<file path="src/rtl/lbdr_reconf.sv">
`default_nettype none
//============================================================================
// Module   : lbdr_reconf
// Purpose  : Logic-Based Distributed Routing unit for a 2D mesh router
//            input port, with runtime-reconfigurable routing (Rxy) and
//            connectivity (Cx) bits. A packet's header selects the output
//            port(s), which stay latched until the tail flit has passed.
// Options  : LBDR_ERR_CNT_EN - when defined, err_cnt is a saturating 8-bit
//            count of cycles carrying route_err or proto_err; otherwise
//            err_cnt is tied to zero.
// Revision : 1.0 - initial release
//============================================================================
module lbdr_reconf #(
  parameter int X_W = 2,
  parameter int Y_W = 2,
  parameter int A_W = X_W + Y_W
) (
  input  logic           clk,
  input  logic           rst,
  input  logic           empty,
  input  logic [2:0]     flit_id,
  input  logic [A_W-1:0] dst_addr,
  input  logic [7:0]     Rxy_rst,
  input  logic [3:0]     Cx_rst,
  input  logic [A_W-1:0] cur_addr_rst,
  input  logic           cfg_we,
  input  logic [7:0]     Rxy_cfg,
  input  logic [3:0]     Cx_cfg,
  output logic           Nport,
  output logic           Eport,
  output logic           Wport,
  output logic           Sport,
  output logic           Lport,
  output logic           busy,
  output logic           route_err,
  output logic           proto_err,
  output logic [7:0]     err_cnt
);

  localparam logic [2:0] c_FLIT_HEADER  = 3'b001;
  localparam logic [2:0] c_FLIT_PAYLOAD = 3'b010;
  localparam logic [2:0] c_FLIT_TAIL    = 3'b100;

  // Port vector bit positions
  localparam int c_P_N = 0;
  localparam int c_P_E = 1;
  localparam int c_P_W = 2;
  localparam int c_P_S = 3;
  localparam int c_P_L = 4;

  typedef enum logic [0:0] {
    ST_IDLE   = 1'b0,
    ST_ACTIVE = 1'b1
  } state_t;

  state_t           r_state;
  state_t           w_state_nxt;
  logic [7:0]       r_rxy;
  logic [3:0]       r_cx;
  logic [A_W-1:0]   r_cur;
  logic [4:0]       r_ports;
  logic [4:0]       w_ports_nxt;
  logic             r_route_err;
  logic             r_proto_err;
  logic             w_route_err_nxt;
  logic             w_proto_err_nxt;
  logic             w_cfg_load;

  logic [X_W-1:0]   w_x_dst;
  logic [X_W-1:0]   w_x_cur;
  logic [Y_W-1:0]   w_y_dst;
  logic [Y_W-1:0]   w_y_cur;
  logic             w_n1;
  logic             w_s1;
  logic             w_e1;
  logic             w_w1;
  logic [4:0]       w_route;

  assign w_x_dst = dst_addr[X_W-1:0];
  assign w_y_dst = dst_addr[A_W-1:X_W];
  assign w_x_cur = r_cur[X_W-1:0];
  assign w_y_cur = r_cur[A_W-1:X_W];

  // Direction comparators: north is toward smaller y, east toward larger x
  assign w_n1 = (w_y_dst < w_y_cur);
  assign w_s1 = (w_y_cur < w_y_dst);
  assign w_e1 = (w_x_cur < w_x_dst);
  assign w_w1 = (w_x_dst < w_x_cur);

  // LBDR port equations; Rxy = {Rsw,Rse,Rws,Rwn,Res,Ren,Rnw,Rne}, Cx = {Cs,Cw,Ce,Cn}
  assign w_route[c_P_N] = ((w_n1 & ~w_e1 & ~w_w1) | (w_n1 & w_e1 & r_rxy[0]) |
                           (w_n1 & w_w1 & r_rxy[1])) & r_cx[0];
  assign w_route[c_P_E] = ((w_e1 & ~w_n1 & ~w_s1) | (w_e1 & w_n1 & r_rxy[2]) |
                           (w_e1 & w_s1 & r_rxy[3])) & r_cx[1];
  assign w_route[c_P_W] = ((w_w1 & ~w_n1 & ~w_s1) | (w_w1 & w_n1 & r_rxy[4]) |
                           (w_w1 & w_s1 & r_rxy[5])) & r_cx[2];
  assign w_route[c_P_S] = ((w_s1 & ~w_e1 & ~w_w1) | (w_s1 & w_e1 & r_rxy[6]) |
                           (w_s1 & w_w1 & r_rxy[7])) & r_cx[3];
  assign w_route[c_P_L] = ~w_n1 & ~w_e1 & ~w_w1 & ~w_s1;

  // Next-state, next-port and error-pulse decode from the flit at the input
  always_comb begin
    w_state_nxt     = r_state;
    w_ports_nxt     = r_ports;
    w_route_err_nxt = 1'b0;
    w_proto_err_nxt = 1'b0;
    // Reconfiguration only while no route is open; header in the same
    // cycle still sees the old bits because w_route reads the registers.
    w_cfg_load      = cfg_we && (r_state == ST_IDLE);
    if (!empty) begin
      case (r_state)
        ST_IDLE: begin
          if (flit_id == c_FLIT_HEADER) begin
            if (|w_route) begin
              w_ports_nxt = w_route;
              w_state_nxt = ST_ACTIVE;
            end else begin
              w_ports_nxt     = '0;
              w_route_err_nxt = 1'b1;
            end
          end else begin
            w_proto_err_nxt = 1'b1;
          end
        end
        ST_ACTIVE: begin
          case (flit_id)
            c_FLIT_HEADER: begin
              // Unexpected header: flag it, then reroute as a fresh packet
              w_proto_err_nxt = 1'b1;
              if (|w_route) begin
                w_ports_nxt = w_route;
              end else begin
                w_ports_nxt     = '0;
                w_route_err_nxt = 1'b1;
                w_state_nxt     = ST_IDLE;
              end
            end
            c_FLIT_PAYLOAD: begin
              w_ports_nxt = r_ports;
            end
            c_FLIT_TAIL: begin
              w_ports_nxt = '0;
              w_state_nxt = ST_IDLE;
            end
            default: begin
              w_proto_err_nxt = 1'b1;
            end
          endcase
        end
        default: begin
          w_state_nxt = ST_IDLE;
          w_ports_nxt = '0;
        end
      endcase
    end
  end

  // State, configuration and output registers
  always_ff @(posedge clk) begin
    if (rst) begin
      r_state     <= ST_IDLE;
      r_rxy       <= Rxy_rst;
      r_cx        <= Cx_rst;
      r_cur       <= cur_addr_rst;
      r_ports     <= '0;
      r_route_err <= 1'b0;
      r_proto_err <= 1'b0;
    end else begin
      r_state     <= w_state_nxt;
      r_ports     <= w_ports_nxt;
      r_route_err <= w_route_err_nxt;
      r_proto_err <= w_proto_err_nxt;
      if (w_cfg_load) begin
        r_rxy <= Rxy_cfg;
        r_cx  <= Cx_cfg;
      end
    end
  end

  assign Nport     = r_ports[c_P_N];
  assign Eport     = r_ports[c_P_E];
  assign Wport     = r_ports[c_P_W];
  assign Sport     = r_ports[c_P_S];
  assign Lport     = r_ports[c_P_L];
  assign busy      = (r_state == ST_ACTIVE);
  assign route_err = r_route_err;
  assign proto_err = r_proto_err;

`ifdef LBDR_ERR_CNT_EN
  logic [7:0] r_err_cnt;

  // Saturating count of cycles on which any error pulse is visible
  always_ff @(posedge clk) begin
    if (rst) begin
      r_err_cnt <= '0;
    end else if ((r_route_err || r_proto_err) && (r_err_cnt != 8'hFF)) begin
      r_err_cnt <= r_err_cnt + 8'd1;
    end
  end

  assign err_cnt = r_err_cnt;
`else
  assign err_cnt = 8'd0;
`endif

endmodule
`default_nettype wire

</file>
<file path="config.mk">
export PLATFORM = sky130hd
export DESIGN_NAME = lbdr_reconf
export DESIGN_NICKNAME = d
export VERILOG_FILES = /design/src/rtl/lbdr_reconf.sv
export SDC_FILE = /design/constraint.sdc
export NUM_CORES = 1
export LEC_CHECK = 0
export BUFFER_PORTS_ARGS = -buffer_cell sky130_fd_sc_hd__buf_2
export CAP_MARGIN = 10
export CELL_PAD_IN_SITES_DETAIL_PLACEMENT = 0
export CELL_PAD_IN_SITES_GLOBAL_PLACEMENT = 1
export CORE_MARGIN = 4
export CORE_UTILIZATION = 30
export CTS_CLUSTER_SIZE = 16
export DETAILED_ROUTE_END_ITERATION = 8
export GPL_ROUTABILITY_DRIVEN = 0
export PLACE_DENSITY = 0.73
export SYNTH_ARGS = -nofsm -noshare
export SYNTH_HDL_FRONTEND = slang
export SYNTH_SLANG_ARGS = --single-unit
export TNS_END_PERCENT = 5
</file>
<file path="constraint.sdc">
create_clock -name clk -period 2.45 [get_ports clk]
set_clock_uncertainty 0.05 [all_clocks]
set_input_delay 0.245 -clock clk [delete_from_list [all_inputs] [get_ports clk]]
set_output_delay 0.245 -clock clk [all_outputs]
set_load 0.01 [all_outputs]
</file>
==> impl_results.md, run 1 <==
* Status: complete, no violations
* XOR/XNOR Fraction of Synth Area at 0.0138
* Design area at 0.00157 mm²
* I/O Pins at 55
* Endpoints failing hold at 0
* Initial core utilization at 0.312
* Nets at 198
* Cells after synthesis at 107
* Cell Rows at 23
* Cell family with most CP delay: simple AND/OR/NAND/NOR gates
* Initial DRC count at 31
* Die area at 0.00533 mm²
* Slew margin rel. at 0.598
* CP bufs+invs at 0
* Ys flop type: edfxtp_1
* Vias in the first global route at 950
* HP Class: input port to register
* Via/cell ratio at 4.60
* Placed insts at 200
* Chip Width at 73 µm
* Worst skew pair latency at 0.26 ns
* Number of diodes at 0
* Clock transition at path regs at 0.08 ns
* WHS Endpoint: r_cur[1]
* Sequential cell area at 641 µm²
* Final setup TNS at 0 ns
* CP Max Fanout at 4
* Mux cell area share after synthesis at 0.127
* Core Area at 0.00406 mm²
* Yosys reg bits at 24
* Area leader, netlist: edfxtp_1
* Layout fillers at 409
* CTS tree: built
* Reg-to-reg critical path endpoint: route_err
* Die height at 73 µm
* Share of cells above drive strength 1 at 0.448
* Maximum vdd drop at 0.219 mV
* Hold wc startpoint: cur_addr_rst[1]
* Largest net degree at the start of global routing at 27
* Clock sink total at 24
* R2R cell count at 6
* Hpwl dp at 2050 µm
* Resized Gates After CTS at 0
* Gr usage total at 0.0958
* Yosys top cell area share at 0.379
* Largest family of logic cells by synthesized area: simple AND/OR/NAND/NOR gates
* Root buf cell: clkbuf_8
* Tmin final at 1.88 ns
* Final wirelength at 2570 µm
* Syn. warnings at 0
* Cell Pwr Density at 571 mW/mm²
* Flop2flop setup slack at 0.57 ns
* Count leader, synth: edfxtp_1
* Synth cell count leaders: 16 x edfxtp_1, 12 x mux2_2, 8 x buf_4, 8 x dfxtp_1
* Drt pass-1 iters at 5
* Worst path arrival time at 1.99 ns
* FMAX at 532 MHz
* Syn Std Cell Area at 0.00127 mm²
* Final core occ at 0.388
* Static leakage at 0.680 nW
* Number of max-cap violations at 0
* Post-CTS Setup Inserts at 0
* Initial antenna violation count at 0
* Post-synthesis compound-gate area fraction at 0.0908
* Final setup fails at 0
* Worst EP required at 2.56 ns
* Hold path depth at 1
* TritonCTS Buffers at 3
* Multi-input gate area at 563 µm²
* Number of synthesized flops with an enable pin at 16
* Crit-path cells: ha_1 -> a21oi_1 -> o32ai_1 -> nor3_1 -> nor4_2 -> and3b_1
* Layout Cells excl Fill at 204
* First-pass GRT wire length at 4080 µm
* Unrepaired setup endpoints after global routing: no
* Wire per inst at 12.6 µm
* Hold_buf cts at 0
* Dpl cell area at 0.00152 mm²
* Vias at 938
* Critical Path End Type: register
* Worst R2R Start: r_cur[3]
* Slowest stage delay, CP at 0.38 ns
* Final Cycle Share at 0.767
* Synth async-reset ratio at 0
* Seq/Total Area, Yosys at 0.505
* Setup crit start kind: register
* Slowest CP cell: edfxtp_1
* Post-Synth Adder-Cell Area at 0.0395
* Grt ovf at 0
* Synthesis-to-finish area growth at 24.2%
* Slew Limit Fails at 0
* Final ANT Viol Nets at 0
* CTS HTree Levels at 1
* Synth top area cells: edfxtp_1 38%, dfxtp_1 13%, mux2_2 11%, buf_4 4.7%, ha_1 3.9%
* CTS Buffer Depth at 2
* Mapped Avg Cell Area at 11.8 µm²
* Port Buffer Count at 46
* Drt drc at 0
* CP Class: register to register
* Worst-Margin Slew at 0.598 ns
* Simple-Gate Fraction of Synth Area at 0.149
* Synth cell types at 36
-- power by group --
group          switching (W)  total, W  internal (W)
registers          0.0000103  0.000472      0.000462
logic              0.0000793  0.000158     0.0000787
clock network       0.000125  0.000268      0.000143
total               0.000214  0.000899      0.000684
-- flip-flops by register name, summed over array words and instances (netlist names) --
register	count
r_cur	4
r_cx	4
route_err	1
proto_err	1
r_rxy	8
r_ports	5
busy	1
-- cells in the final DEF (no fill, tap or decap), types with 2 or more instances in the layout --
| cell | n |
|---|---|
| conb_1 | 8 |
| nor4_2 | 2 |
| mux2_2 | 12 |
| o32ai_1 | 2 |
| nor3_1 | 7 |
| clkbuf_8 | 4 |
| inv_1 | 6 |
| dfxtp_1 | 8 |
| ha_1 | 4 |
| xnor2_1 | 2 |
| edfxtp_1 | 16 |
| a22oi_1 | 3 |
| nand2b_1 | 2 |
| buf_2 | 46 |
| nand2_1 | 6 |
| nor2_1 | 7 |
-- cell type report --
type,count,area share
well taps,50,0.0397
flip-flops and latches,24,0.407
clock buffers,4,0.0350
inverters,6,0.0143
multi-input cells,74,0.358
repair buffers,46,0.146
-- metal layers --
layer	GRT usage	up-vias	routed length, µm
li1	-	474	-
met1	0.115	414	1070
met3	0.0220	2	233
met5	0	-	0
met4	0.0369	0	10
met2	0.165	48	1260
-- cell families after synthesis --
kind of cell,count (synthesis)
and+or+nand+nor,32
DFF,24
buffers and inverters,16
AOI/OAI and AO/OA,14
muxes,14
adders and majority gates,4
xor gates and xnor gates,2
other,1
-- stage by stage --
step                worst slack, ns  total power, W  hold slack [ns]
finish                        0.572        0.000899            0.101
global route                  0.421        0.000939           0.0907
CTS                           0.570        0.000907           0.0951
detailed placement            0.581        0.000639            0.374
global placement              0.611        0.000636            0.374
floorplan                     0.731        0.000592            0.274
-- how the worst max path moves through the flow --
| stage | slack, ns | end | depth (start not counted) | start |
|---|---|---|---|---|
| 2_1_floorplan | 0.73 | busy | 8 | r_cur[1] |
| 3_3_place_gp | 0.61 | busy | 8 | r_cur[1] |
| 3_5_place_dp | 0.58 | route_err | 6 | r_cur[3] |
| 4_1_cts | 0.57 | route_err | 6 | r_cur[3] |
| 5_1_grt | 0.42 | route_err | 6 | r_cur[3] |
| 6_report | 0.57 | route_err | 6 | r_cur[3] |
Power figures use the tool's default switching activity.
==> inputs of run 2 (changes only) <==
clock period = 1.9 ns   (was 2.45 ns; I/O delays follow)
==> run 2 against run 1 <==
Global-route usage up 0.53 points. Wire length up 1.6%. Total power up 31%. Highest routed layer unchanged. Core utilization up 0.68 points. Hold slack worse by 0.054 ns. Cell area up 1.7%. Flip-flop and latch count unchanged. Sequential share of layout area down 0.70 points. Final cell count up 0.98%. Maximum frequency up 3.4%. First-iteration DRC count up 9.7%. Sequential power up 29%.
==> impl_results.md, run 2 (synthesis results as in run 1) <==
* Drt pass-1 iters at 4 (-1)
* Slowest CP cell: edfxtp_1
* Crit-path cells: ha_1 -> mux2_4 -> o221ai_2 -> nor3_1 -> nor4_2 -> o32ai_1
* Design area at 0.00160 mm² (+1.7%)
* Hpwl dp at 2080 µm (+1.4%)
* Worst-Margin Slew at 0.605 ns (+0.00745 ns)
* CP Max Fanout at 4 (unchanged)
* Layout Cells excl Fill at 206 (+0.98%)
* Vias at 937 (-0.11%)
* Final Cycle Share at 0.956 (+0.189)
* Nets at 200 (+1.0%)
* Power share of the sequential group at 0.519 (-0.007)
* Largest register by flop count: r_rxy
* Share of cells above drive strength 1 at 0.474 (+0.0263)
* CP Class: register to register
* Worst EP required at 1.99 ns (-0.57 ns)
* CTS Buffer Depth at 2 (unchanged)
* Initial antenna violation count at 0 (unchanged)
* Psw at 0.000285 W (+33%)
* Root buf cell: clkbuf_8
* Endpoints failing hold at 0 (unchanged)
* CTS tree: built
* Sw Ratio at 0.243 (+0.00440)
* Largest regs: r_rxy x8, r_ports x5
* Number of max-cap violations at 0 (unchanged)
* Power Internal at 0.000889 W (+30%)
* Setup crit start kind: register
* Final setup fails at 0 (unchanged)
* Maximum vdd drop at 0.320 mV (+46%)
* Final wirelength at 2610 µm (+1.6%)
* Largest net degree at the start of global routing at 16 (-41%)
* Gr usage total at 0.101 (+0.00532)
* Placed insts at 202 (+1.0%)
* Final ANT Viol Nets at 0 (unchanged)
* Post-CTS Setup Inserts at 0 (unchanged)
* Critical Path End Type: register
* PnR worst setup slack at 0.0843 ns (-0.488 ns)
* Dpl cell area at 0.00153 mm² (+0.99%)
* Vias in the first global route at 976 (+2.7%)
* Reg-to-reg critical path endpoint: busy
* FMAX at 551 MHz (+3.4%)
* Pre-CTS WS at 0.0557 ns (-0.526 ns)
* Worst path arrival time at 1.91 ns (-0.08 ns)
* Sequential cell area at 641 µm² (unchanged)
* Via/cell ratio at 4.55 (-1.1%)
* Grt ovf at 0 (unchanged)
* Flop2flop setup slack at 0.08 ns (-0.49 ns)
* Slew Limit Fails at 0 (unchanged)
* Chip Width at 73 µm (unchanged)
* Drt drc at 0 (unchanged)
* Resized Gates After CTS at 0 (unchanged)
* WHS Endpoint: r_cur[2]
* Tmin final at 1.82 ns (-0.0624 ns)
* Initial DRC count at 34 (+9.7%)
* Commonest cells after routing, fill and taps aside: 46 x buf_2, 16 x edfxtp_1, 12 x mux2_2, 8 x conb_1, 8 x dfxtp_1
* Number of diodes at 0 (unchanged)
* Die height at 73 µm (unchanged)
* Hold wc startpoint: cur_addr_rst[2]
* Comb pwr share at 0.184 (+0.008)
* Core Area at 0.00406 mm² (unchanged)
* Clock network power share at 0.298 (about the same)
* Cell Rows at 23 (unchanged)
* Multi-input gate area at 576 µm² (+2.2%)
* Unrepaired setup endpoints after global routing: yes
* Hold_buf cts at 0 (unchanged)
* Clock sink total at 24 (unchanged)
* Clock transition at path regs at 0.09 ns (about the same)
* Status: complete, no violations
* Max FFs per register at 8 (unchanged)
* Most common cell after layout, fill and taps aside: buf_2
* Initial core utilization at 0.312 (unchanged)
* Hold path depth at 1 (unchanged)
* Worst R2R Start: r_cur[3]
* I/O Pins at 55 (unchanged)
* Wire per inst at 12.7 µm (+0.61%)
* HP Class: input port to register
* Worst skew pair latency at 0.26 ns (about the same)
* TritonCTS Buffers at 3 (unchanged)
* Slowest stage delay, CP at 0.38 ns (about the same)
* R2R cell count at 6 (unchanged)
* Static leakage at 0.691 nW (+1.6%)
* Port Buffer Count at 46 (unchanged)
* CTS HTree Levels at 1 (unchanged)
* Cell Pwr Density at 733 mW/mm² (+28%)
* First-pass GRT wire length at 4260 µm (+4.4%)
* Slew margin rel. at 0.593 (-0.00501)
* Layout fillers at 407 (-0.49%)
* WHS at 0.0468 ns (-0.0545 ns)
* Synthesis-to-finish area growth at 26.4%
* Die area at 0.00533 mm² (unchanged)
## run 2: cell count changes in the layout (fill, tap and decap cells not counted)
cell | before | now
o2111ai_2 | 0 | 1
o2111ai_1 | 1 | 0
buf_4 | 0 | 2
nor2_1 | 7 | 6
a21oi_2 | 0 | 1
a21oi_1 | 1 | 0
nor2_2 | 0 | 1
## run 2: area by class of cell
cell class,count,share of cell area
clock buffers,4,0.0344
inverters,6,0.0141
multi-input cells,74,0.359
flip-flops and latches,24,0.400
well taps,50,0.0391
repair buffers,48,0.153
## run 2: worst max-delay path by stage
stage | startpoint | end | slack [ns] | cells after the start
6_report | r_cur[3] | busy | 0.08 | 6
5_1_grt | r_cur[3] | busy | -0.04 | 6
4_1_cts | r_cur[3] | route_err | 0.04 | 6
3_5_place_dp | r_cur[3] | route_err | 0.06 | 6
3_3_place_gp | r_cur[3] | route_err | 0.08 | 6
2_1_floorplan | r_cur[1] | busy | 0.18 | 8
## run 2: power by group through the flow
stage	clock [W]	sequential (W)	combinational, W
floorplan	0	0.000618	0.000146
finish	0.000350	0.000609	0.000216
detailed placement	0	0.000621	0.000210
global route	0.000383	0.000613	0.000240
global placement	0	0.000621	0.000204
CTS	0.000361	0.000608	0.000211
## run 2: metrics by stage
step | TNS [ns] | total power [W] | util
after floorplan | 0 | 0.000764 | -
after global placement | 0 | 0.000825 | 0.378
after detailed placement | 0 | 0.000830 | 0.378
after CTS | 0 | 0.00118 | 0.392
after global routing | -0.0410 | 0.00124 | 0.395
final | 0 | 0.00117 | 0.395
## run 2: metal layers
layer  GRT usage  wire length (µm)
met3      0.0234               219
met2       0.174              1250
met1       0.123              1130
met4      0.0348                10
met5           0                 0
## run 2: worst max-delay path: cells and delay by family (launching register included)
family | cells | cell delay, ns
simple gates | 2 | 0.40
flops | 1 | 0.38
mux | 1 | 0.32
compound gates | 2 | 0.29
fa+ha+maj | 1 | 0.26
==> inputs of run 3 (changes only) <==
BUFFER_PORTS_ARGS = unset   (was -buffer_cell sky130_fd_sc_hd__buf_2)
DONT_BUFFER_PORTS = 1   (was unset)
PLACE_DENSITY = 0.58   (was 0.73)
==> run 3 against run 2 <==
Total power shrank 4.9%. Maximum frequency fell by 3.3%. Critical path depth rose by 2. Combinational power shrank 9.3%. Critical endpoint is now route_err. Largest cell class unchanged.
==> impl_results.md, run 3 (synthesis results as in run 1) <==
* Status: complete, no violations
* Maximum vdd drop at 0.308 mV (-3.6%)
* Worst path arrival time at 1.98 ns (+0.07 ns)
* CTS tree: built
* Most numerous cell on the critical path: nor4_4
* Drt drc at 0 (unchanged)
* Commonest cells after routing, fill and taps aside: 16 x edfxtp_1, 12 x mux2_2, 8 x conb_1, 8 x dfxtp_1
* Worst skew pair latency at 0.27 ns (about the same)
* Number of diodes at 0 (unchanged)
* Post-CTS Setup Inserts at 0 (unchanged)
* Critical Path End Type: register
* Via/cell ratio at 4.86 (+6.7%)
* Wire per inst at 15.8 µm (+25%)
* Final Cycle Share at 0.989 (+0.0330)
* Endpoints failing hold at 0 (unchanged)
* Unrepaired setup endpoints after global routing: yes
* Worst-Margin Slew at 0.618 ns (+0.0130 ns)
* Setup crit start kind: register
* Initial antenna violation count at 0 (unchanged)
* Cell Pwr Density at 773 mW/mm² (+5.4%)
* Clock sink total at 24 (unchanged)
* HP Class: input port to register
* Share of cells above drive strength 1 at 0.241 (-0.233)
* Synthesis-to-finish area growth at 14.0%
* Total power at 0.00112 W (-4.9%)
* First-pass GRT wire length at 3880 µm (-8.9%)
* Met3 Routed Length at 171 µm (-22%)
* WL met1 at 1170 µm (+3.5%)
* Root buf cell: clkbuf_8
* Gr usage total at 0.0948 (-0.00636)
* Nets at 160 (-20%)
* CP Class: register to register
* CTS Buffer Depth at 2 (unchanged)
* Cell Rows at 23 (unchanged)
* Die area at 0.00533 mm² (unchanged)
* Dpl cell area at 0.00130 mm² (-15%)
* Static leakage at 0.523 nW (-24%)
* CP Max Fanout at 3 (-1)
* Slowest stage delay, CP at 0.38 ns (about the same)
* Slew margin rel. at 0.585 (-0.00873)
* CP bufs+invs at 1 (+1)
* Slowest CP cell: edfxtp_1
* Final ANT Viol Nets at 0 (unchanged)
* Layout Cells excl Fill at 166 (-19%)
* Grt ovf at 0 (unchanged)
* Slew Limit Fails at 0 (unchanged)
* CTS HTree Levels at 1 (unchanged)
* Largest register by flop count: r_rxy
* Multi-input gate area at 599 µm² (+4.1%)
* Vias in the first global route at 846 (-13%)
* Most common cell after layout, fill and taps aside: edfxtp_1
* Max FFs per register at 8 (unchanged)
* TritonCTS Buffers at 3 (unchanged)
* Tmin final at 1.88 ns (+0.0627 ns)
* Drt pass-1 iters at 4 (unchanged)
* Clock transition at path regs at 0.09 ns (about the same)
* Worst EP required at 2.00 ns (about the same)
* I/O Pins at 55 (unchanged)
* FMAX at 532 MHz (-3.3%)
* Die height at 73 µm (unchanged)
* Design area at 0.00145 mm² (-9.8%)
* Crit-path cells: inv_1 -> ha_1 -> nor2b_4 -> o21ai_1 -> nor2_1 -> nor4_4 -> nor4_4 -> and3b_1
* Final wirelength at 2620 µm (+0.35%)
* Number of max-cap violations at 0 (unchanged)
* Final setup fails at 0 (unchanged)
* Largest regs: r_rxy x8, r_ports x5
* Largest net degree at the start of global routing at 17 (+1)
* Chip Width at 73 µm (unchanged)
* Layout fillers at 408 (+0.25%)
* Cell family with most CP delay: simple AND/OR/NAND/NOR gates
* Hpwl dp at 1960 µm (-5.5%)
* Placed insts at 156 (-23%)
* Sequential cell area at 641 µm² (unchanged)
* Initial DRC count at 19 (-44%)
* Vias at 806 (-14%)
* Port Buffer Count at 0 (-100%)
* Initial core utilization at 0.312 (unchanged)
* WL met2 at 1240 µm (-0.80%)
* Core Area at 0.00406 mm² (unchanged)
* Highest routed layer: met4
[run 3: final timing paths]
path | slack [ns] | start | cells after the start | endpoint
max | 0.02 | r_cur[1] | 8 | route_err
min | 0.07 | rst | 2 | busy
min reg2reg | 0.55 | r_ports[3] | 3 | r_ports[3]
max reg2reg | 0.02 | r_cur[1] | 8 | route_err
[run 3: metrics by stage]
stage | hold slack [ns] | setup TNS, ns | utilization | setup slack (ns)
floorplan | 0.219 | 0 | - | 0.181
global placement | 0.220 | 0 | 0.321 | 0.0944
detailed placement | 0.220 | 0 | 0.321 | 0.0623
CTS | 0.0598 | 0 | 0.347 | 0.0341
global route | 0.0647 | -0.308 | 0.356 | -0.113
finish | 0.0690 | 0 | 0.356 | 0.0216
[run 3: repair_timing]
item                                    CTS  global route
gates resized for setup                   0             6
endpoints found under the setup margin    0             5
hold buffers                              6             0
endpoints found under the hold margin    15             0
[run 3: routing by layer]
metal | global-route usage | vias to the layer above
li1 | - | 397
met1 | 0.124 | 370
met2 | 0.149 | 35
met3 | 0.0262 | 4
met4 | 0.0348 | 0
met5 | 0 | -
[run 3: area by class of cell]
type | instances | area share
Sequential cell | 24 | 0.443
Multi-Input combinational cell | 74 | 0.415
Timing Repair Buffer | 8 | 0.0519
Tap cell | 50 | 0.0433
Clock buffer | 3 | 0.0286
Inverter | 6 | 0.0156
Clock inverter | 1 | 0.00260
[run 3: where the power goes]
part	total [W]	internal (W)	switching (W)
clock	0.000308	0.000144	0.000163
sequential	0.000613	0.000596	0.0000166
combinational	0.000196	0.0000970	0.0000993
